--- src/rtl/crc_pkg.sv ---
// Shared constants and FSM encoding for the CRC16 framing arbiter.
package crc_pkg;

  localparam logic [15:0] CRC_INIT_DEF = 16'hFFFF;
  localparam logic [15:0] CRC_POLY_DEF = 16'h1021;

  typedef enum logic [1:0] {
    IDLE   = 2'd0,
    DATA   = 2'd1,
    CRC_HI = 2'd2,
    CRC_LO = 2'd3
  } arb_state_e;

endpackage

--- src/rtl/crc16_byte_step.sv ---
// One byte of CRC16 update: 8 MSB-first shift steps, no reflection, no final XOR.
module crc16_byte_step
  import crc_pkg::*;
#(
  parameter logic [15:0] POLY = CRC_POLY_DEF
) (
  input  logic [15:0] crc_in,
  input  logic [7:0]  data_in,
  output logic [15:0] crc_out
);

  logic [15:0] c;

  always_comb begin
    c = crc_in;
    for (int i = 7; i >= 0; i--) begin
      c = {c[14:0], 1'b0} ^ (((c[15] ^ data_in[i]) == 1'b1) ? POLY : 16'h0000);
    end
    crc_out = c;
  end

endmodule

--- src/rtl/crc16_frame_arb.sv ---
// Two-requester round-robin frame arbiter that appends a CRC16 (hi, lo) to each frame.
// Handshake: a byte moves when valid & ready are both high at a rising clk edge;
// valid never waits on ready, and a stalled beat holds its payload until taken.
module crc16_frame_arb
  import crc_pkg::*;
#(
  parameter logic [15:0] CRC_INIT = CRC_INIT_DEF,
  parameter logic [15:0] CRC_POLY = CRC_POLY_DEF
) (
  input  logic        clk,
  input  logic        rst_n,
  input  logic        s0_valid,
  input  logic [7:0]  s0_data,
  input  logic        s0_last,
  output logic        s0_ready,
  input  logic        s1_valid,
  input  logic [7:0]  s1_data,
  input  logic        s1_last,
  output logic        s1_ready,
  output logic        m_valid,
  output logic [7:0]  m_data,
  output logic        m_last,
  output logic        m_src,
  input  logic        m_ready,
  output logic        busy,
  output logic [15:0] frames0,
  output logic [15:0] frames1,
  output logic [1:0]  state_dbg
);

  arb_state_e  state_q, state_d;
  logic        grant_q, grant_d;
  logic        rr_q, rr_d;
  logic [15:0] crc_q, crc_d;
  logic [15:0] crc_next;
  logic [15:0] frames0_q, frames1_q;
  logic        inc0, inc1;

  logic        sel_valid;
  logic [7:0]  sel_data;
  logic        sel_last;

  assign sel_valid = grant_q ? s1_valid : s0_valid;
  assign sel_data  = grant_q ? s1_data  : s0_data;
  assign sel_last  = grant_q ? s1_last  : s0_last;

  crc16_byte_step #(.POLY(CRC_POLY)) u_step (
    .crc_in  (crc_q),
    .data_in (sel_data),
    .crc_out (crc_next)
  );

  always_comb begin
    state_d  = state_q;
    grant_d  = grant_q;
    rr_d     = rr_q;
    crc_d    = crc_q;
    inc0     = 1'b0;
    inc1     = 1'b0;
    s0_ready = 1'b0;
    s1_ready = 1'b0;
    m_valid  = 1'b0;
    m_data   = 8'h00;
    m_last   = 1'b0;
    m_src    = 1'b0;
    case (state_q)
      IDLE: begin
        // Arbitration cycle only: nothing is accepted here.
        if (s0_valid || s1_valid) begin
          grant_d = (s0_valid && s1_valid) ? rr_q : s1_valid;
          crc_d   = CRC_INIT;
          state_d = DATA;
        end
      end
      DATA: begin
        m_valid  = sel_valid;
        m_data   = sel_data;
        m_src    = grant_q;
        s0_ready = !grant_q && m_ready;
        s1_ready = grant_q && m_ready;
        if (sel_valid && m_ready) begin
          crc_d = crc_next;
          if (sel_last) state_d = CRC_HI;
        end
      end
      CRC_HI: begin
        m_valid = 1'b1;
        m_data  = crc_q[15:8];
        m_src   = grant_q;
        if (m_ready) state_d = CRC_LO;
      end
      CRC_LO: begin
        m_valid = 1'b1;
        m_data  = crc_q[7:0];
        m_last  = 1'b1;
        m_src   = grant_q;
        if (m_ready) begin
          state_d = IDLE;
          rr_d    = !grant_q;
          inc0    = !grant_q;
          inc1    = grant_q;
        end
      end
      default: state_d = IDLE;
    endcase
  end

  always_ff @(posedge clk) begin
    if (!rst_n) begin
      state_q   <= IDLE;
      grant_q   <= 1'b0;
      rr_q      <= 1'b0;
      crc_q     <= CRC_INIT;
      frames0_q <= 16'h0000;
      frames1_q <= 16'h0000;
    end else begin
      state_q <= state_d;
      grant_q <= grant_d;
      rr_q    <= rr_d;
      crc_q   <= crc_d;
      if (inc0) frames0_q <= frames0_q + 16'd1;
      if (inc1) frames1_q <= frames1_q + 16'd1;
    end
  end

  assign busy      = (state_q != IDLE);
  assign frames0   = frames0_q;
  assign frames1   = frames1_q;
  assign state_dbg = state_q;

endmodule
--- config.mk ---
export PLATFORM = sky130hd
export DESIGN_NAME = crc16_frame_arb
export DESIGN_NICKNAME = d
export VERILOG_FILES = /design/src/rtl/crc_pkg.sv /design/src/rtl/crc16_byte_step.sv /design/src/rtl/crc16_frame_arb.sv
export SDC_FILE = /design/constraint.sdc
export NUM_CORES = 1
export LEC_CHECK = 0
export BUFFER_PORTS_ARGS = -buffer_cell sky130_fd_sc_hd__buf_2
export CAP_MARGIN = 30
export CORE_UTILIZATION = 40
export CTS_BUF_LIST = sky130_fd_sc_hd__clkbuf_4
export CTS_CLUSTER_SIZE = 28
export DETAILED_ROUTE_END_ITERATION = 7
export HOLD_SLACK_MARGIN = 0.06
export PLACE_DENSITY_LB_ADDON = 0.12
export SETUP_SLACK_MARGIN = 0.3
export SLEW_MARGIN = 30
export SYNTH_ARGS = -nofsm -noshare
export SYNTH_HDL_FRONTEND = slang
export SYNTH_SLANG_ARGS = --single-unit
export TNS_END_PERCENT = 10
--- constraint.sdc ---
create_clock -name clk -period 1.8 [get_ports clk]
set_input_delay 0.36 -clock clk [delete_from_list [all_inputs] [get_ports clk]]
set_output_delay 0.36 -clock clk [all_outputs]
set_load 0.1 [all_outputs]
Yosys cells after proc, flatten, opt, wreduce, memory -nomap -nowiden
Index checks and enable logic that the tools add are counted.
{"block": "op_classes", "addsub": 2, "n_mul": 0, "n_div": 0, "magnitude_cmp": 0, "n_eq_ne": 8, "shift": 0, "muxes": 31, "n_bitwise": 16, "n_reduce_logical": 15}
{"op": "2-to-1 mux 13 bit", "count": 8}
{"op": "XOR 16 bit", "count": 6}
{"op": "adder 16 x 1 -> 16 bit, second input constant", "count": 2}
{"op": "2-to-1 mux 16 bit", "count": 2}
{"op": "case mux 16 bit (2 select lines)", "count": 1}
{"op": "XOR 16 x 13 -> 16 bit", "count": 2}
{"op": "case mux 8 bit (3 select lines)", "count": 1}
{"op": "2-to-1 mux 1 bit", "count": 11}
{"op": "2-to-1 mux 2 bit", "count": 5}
{"op": "!= test 2 bit, second input constant", "count": 5}
{"op": "2-to-1 mux 8 bit", "count": 1}
{"op": "case mux 2 bit (4 select lines)", "count": 1}
{"op": "XOR 1 bit", "count": 8}
{"op": "AND reduction 5 bit", "count": 1}
{"op": "equality test 2 bit, second input constant", "count": 2}
{"op": "logical AND 1 bit", "count": 4}
{"op": "AND reduction 2 bit", "count": 2}
{"op": "nonzero test 2 bit", "count": 2}
{"op": "AND reduction 3 bit", "count": 1}
{"op": "OR reduction 3 bit", "count": 1}
{"op": "equality test 2 x 1 -> 1 bit, second input constant", "count": 1}
{"op": "zero test 2 bit", "count": 1}
{"op": "case mux 1 bit (2 select lines)", "count": 1}
{"op": "OR reduction 2 bit", "count": 1}
{"op": "other kinds (2)", "count": 2}
{"block": "totals", "reg_bits": 52, "latch_bits": 0, "ram_bits": 0, "mem_bits_ro": 0, "inputBits": 23, "out_inout_bits": 48, "mem_count": 0}

Logic depth before layout (Yosys ltp)
{"block": "depth", "depth_word": 27, "depth_mapped": 8, "depth_no_buf": 7}

Hierarchy
Synthesis repeated with hierarchy kept, for this count alone.
{"block": "unflattened", "hier_cells": 310, "area_unflattened_um2": 2964.1}
{"mod": "crc16_frame_arb", "instances": 1, "cells_each": 285, "area_per_inst_um2": 2576.2, "seq_area_each_um2": 1041.0}
{"mod": "crc16_byte_step", "instances": 1, "cells_each": 25, "area_per_inst_um2": 387.9, "seq_area_each_um2": 0.0}

Worst setup path before layout
Ideal clock, no wire load.
{"block": "synth_timing", "kind": "register to output", "startpoint": "register state_q[1] (netlist: state_dbg[1])", "endpoint": "output port m_valid", "arrival_time_ns": 3.620, "t_required_ns": 1.440, "path_slack_ns": -2.180, "stages_incl_launch_ff": 4, "cell_sequence": "dfxtp_1 > ha_1 > nor2_1 > a21oi_1"}
{"block": "synth_via", "elab_chain_len": 3}
{"item": "start, declared", "line_no": "crc16_frame_arb.sv:31", "rtl": "arb_state_e state_q, state_d;"}
{"item": "start signal, assigned", "line_no": "crc16_frame_arb.sv:117", "rtl": "state_q <= state_d;"}
{"item": "equality test 2 bit", "line_no": "crc16_frame_arb.sv:66", "rtl": "case (state_q)"}
{"item": "OR reduction 2 bit (no line)"}
{"item": "case mux 1 bit (2 select lines) (*)", "line_no": "crc16_frame_arb.sv:66"}
{"item": "end, declared", "line_no": "crc16_frame_arb.sv:20", "rtl": "output logic m_valid,"}
Mark *: on every way between the ends. The rest lies on a longest branch, timed or not.

Worst setup path after layout
{"block": "layout_timing", "startpoint": "register grant_q", "endpoint": "output port m_data[0]"}
{"block": "layout_via", "elab_chain_len": 2}
{"item": "start, declared", "line_no": "crc16_frame_arb.sv:32", "rtl": "logic grant_q, grant_d;"}
{"item": "start signal, assigned", "line_no": "crc16_frame_arb.sv:118", "rtl": "grant_q <= grant_d;"}
{"item": "2-to-1 mux 8 bit", "line_no": "crc16_frame_arb.sv:44", "rtl": "assign sel_data = grant_q ? s1_data : s0_data;"}
{"item": "case mux 8 bit (3 select lines)", "line_no": "crc16_frame_arb.sv:66"}
{"item": "end, declared", "line_no": "crc16_frame_arb.sv:21", "rtl": "output logic [7:0] m_data,"}
Every way passes these cells.

==> qor.txt <==
Met3 Use GR -> 3.333%
Net Count, Synth -> 346
CP Class -> flip-flop to output pin
Startpoint of the lowest-slack register-to-register path -> grant_q$_SDFFE_PN0P_
Antenna violations before repair -> 0
Reg2Reg Depth -> 10
Most frequent cells in the layout -> buf_4 (42), buf_6 (40), nor2_1 (38)
Placeable core region -> 6832 µm²
Htree depth -> 2
Share of total power in the clock network -> 9.6%
Most frequent standard cell in the layout excluding fill and tap cells -> buf_4
# diodes -> 0
Peak Freq -> 438.7 MHz
Clock tree buffer depth -> 2
Area growth from synthesis to layout -> 61.35%
Area of the mapped netlist -> 2855 µm²
Finish-stage setup viols -> 27
Clock Root Buffer -> clkbuf_4
Switching power share of the total -> 46.41%
Detailed-route DRC error count -> 0
Fraction of post-synthesis cell area in the top cell type by area -> 36.46%
Least setup slack across all paths after layout -> -479.4 ps
Class of the tightest hold or removal check -> input port to flip-flop
Total power consumption of the routed design -> 6.161 mW
Sequential group share of total power -> 21.6%
Total clock buffers created by CTS -> 5
Most Crowded Layer GR -> met2
CP dominant cell by count -> buf_12
Total half-perimeter wirelength after legalization and detailed placement -> 4983 µm
Max Slew Vio Count -> 0
Pin count of the biggest net entering global routing -> 35
Post-Layout Cell Count -> 525
Count of cell types in the netlist -> 44
Hold endpoint -> grant_q$_SDFFE_PN0P_
Combinational fraction of design power -> 68.8%
Chip Width -> 86.49 µm
Worst hold start -> s1_valid
Synth top area cells -> dfxtp_1 (36%), nor2_1 (6.8%), xor2_1 (6.7%)
Violated checks -> negative setup slack
First-pass GRT wire length -> 11770 µm
Number of synthesized register bits -> 52
Final non-filler cell area -> 4607 µm²
Number of clock sinks -> 52
Cell class contributing the biggest share of worst-path delay -> buffers and inverters
Unrepaired setup endpoints after global routing -> yes
Largest voltage drop on the vdd net -> 1448 µV
Global-route met1 utilization -> 24.26%
Critical path arrival -> 1920 ps
CTS tree -> built
Sw power -> 2.859 mW
Initial cell density of the core -> 41.79%
Global-route track usage on met2 -> 35.86%
Startpoint kind of the worst setup timing path -> flip-flop
Final net count -> 460
Final WL -> 7176 µm
Total placed cells including tap cells -> 506
Die Y -> 86.49 µm
Endpoint of the worst-slack reg-to-reg timing path -> crc_q[5]$_SDFFE_PN1P_
Register clock-pin slew on the reported worst setup and hold paths -> 170 ps
Post-DR wirelength/cell -> 13.67 µm
Hold-critical path depth -> 3
Relative slew slack -> 56.65%
Count of flip-flops with a built-in enable after synthesis -> 0
Maximum fanout count along the critical path -> 8
Worst path bufs/invs -> 3
Placement Rows -> 30
RePlAce Congestion -> 0.8051
Hold violation total from the final report -> 0
Post-detailed-placement cell area -> 3910 µm²
Most instantiated flip-flop cell in the synthesis netlist -> dfxtp_1
Area of the die -> 7480 µm²
Fraction of layout instances using a drive strength above 1 -> 51.98%
I/O Pins -> 71
Syn_area_per_cell -> 9.093 µm²
Clock insertion delay at the later pin of the skew report -> 400 ps
Pint -> 3.302 mW
Result of the run -> finished, violations left
Reg-to-reg setup timing slack -> -230 ps
Via count -> 2597
Post-placement worst setup slack -> -172.2 ps
Iteration-0 DRC count of the detailed router -> 106
Final antenna-violating net count -> 0
Global-route usage over all layers -> 20.11%
Final Critical Period -> 2279 ps
Number of global-route vias before repair -> 2469
Fraction of registers with async set/reset -> 0%
Max cap viols -> 0
Data required, critical path -> 1440 ps
Slew at the pin with the worst max-slew slack -> 645.3 ps
Total global routing overflow -> 0
Power density over the cells -> 1337 nW/µm²
Filler Cell Count -> 545
Synthesized instance count -> 314
Sort of element at the end of the critical path -> output pin
Yosys Warn Count -> 0
Vias per Instance -> 4.947
Standard cell with the maximum stage delay on the critical path -> dfxtp_4
Critical Path Source -> grant_q$_SDFFE_PN0P_
Fraction of the cycle the final worst path needs -> 126.6%
Number of detailed-routing iterations run before antenna repair -> 4
Cells along the critical path -> buf_12, mux2_4, a222oi_1, buf_4, nor2_4, buf_12
Quantity of I/O buffers inserted on ports -> 70
Delay of the slowest cell on the worst path -> 400 ps
Portion of the post-synthesis area used by sequential elements -> 36.46%
Leakage Power -> 1.833 nW
Worst setup skew after layout -> 11.44 ps
Post-synth top area cell -> dfxtp_1
-- cells by family after synthesis --
family                     share of synthesized area, %
buffers and inverters                             4.513
DFF                                               36.46
and+or+nand+nor                                   21.91
xor gates and xnor gates                          18.76
AOI/OAI and AO/OA                                 8.984
muxes                                             5.434
adders and majority gates                         3.944
-- worst max path at each step --
stage | endpoint | cells after the start
after floorplan | frames0[13]$_SDFFE_PN0P_ | 8
after detailed placement | m_data[2] | 6
after global placement | m_data[1] | 6
final | m_data[0] | 6
after CTS | m_data[2] | 6
after global routing | m_data[7] | 6
-- cell type report --
class	instances	area (µm²)	share of cell area, %
clock buffer	5	37.54	0.8148
clock inverter	3	26.28	0.5703
inverter	10	37.54	0.8148
multi-input combinational	235	2024	43.94
tap	96	120.1	2.607
sequential	52	1082	23.49
timing repair buffer	124	1279	27.76
-- timing repair --
item	in CTS	in global routing
cloned	1	0
resized for setup	107	49
setup endpoints to repair	90	84
hold buffers	0	0
pin swaps	33	30
hold endpoints to repair	0	0
buffers inserted	8	2
-- power groups by stage --
| stage | registers [mW] | logic (mW) | clock network [mW] |
|---|---|---|---|
| finish | 1.33 | 4.24 | 0.590 |
| global route | 1.35 | 4.44 | 0.644 |
| CTS | 1.33 | 4.14 | 0.612 |
| detailed placement | 1.35 | 3.71 | 0 |
| global placement | 1.34 | 3.70 | 0 |
| floorplan | 1.51 | 2.20 | 0 |
-- metrics by stage --
stage	TNS, ps	util (%)	hold WS, ps
floorplan	-9230	-	478.2
global placement	-730.1	57.23	478.3
detailed placement	-1058	57.23	493.7
CTS	-5419	64.78	284.7
global route	-8031	67.44	295.6
finish	-6241	67.44	298.9
-- flip-flops by register name, summed over array words and instances (netlist names) --
name / cells
frames0: 16
rr_q: 1
state_dbg: 2
grant_q: 1
frames1: 16
crc_q: 16
-- cells in the mapped netlist (all sizes together) (2+ instances only) --
cell type  count
nand2         21
xnor2         19
nor3           8
xnor3          4
and4           2
a21oi          9
nor2          52
and3           6
dfxtp         52
o21ai          9
ha             9
clkbuf         9
o22ai          3
mux2           8
nand3          7
mux2i          5
inv            9
nand2b         3
a222oi         8
nor2b          6
buf            8
o22a           3
xor2          25
nor4           2
nand4         12
and2           4
-- metal layers --
| layer | vias up | routed length [µm] |
|---|---|---|
| li1 | 1304 | - |
| met1 | 1217 | 3177 |
| met2 | 64 | 3563 |
| met3 | 12 | 315 |
| met4 | 0 | 119 |
| met5 | - | 0 |
-- worst reg2reg max path: stages, from the launching register on --
cell and delay, ps:
dfxtp_4 390, buf_12 140, mux2i_2 150, buf_4 130
buf_4 120, buf_4 120, buf_4 140, xnor2_4 140
xnor3_2 310, xnor2_1 150, o22a_1 150
(Power assumes the default switching activity.)
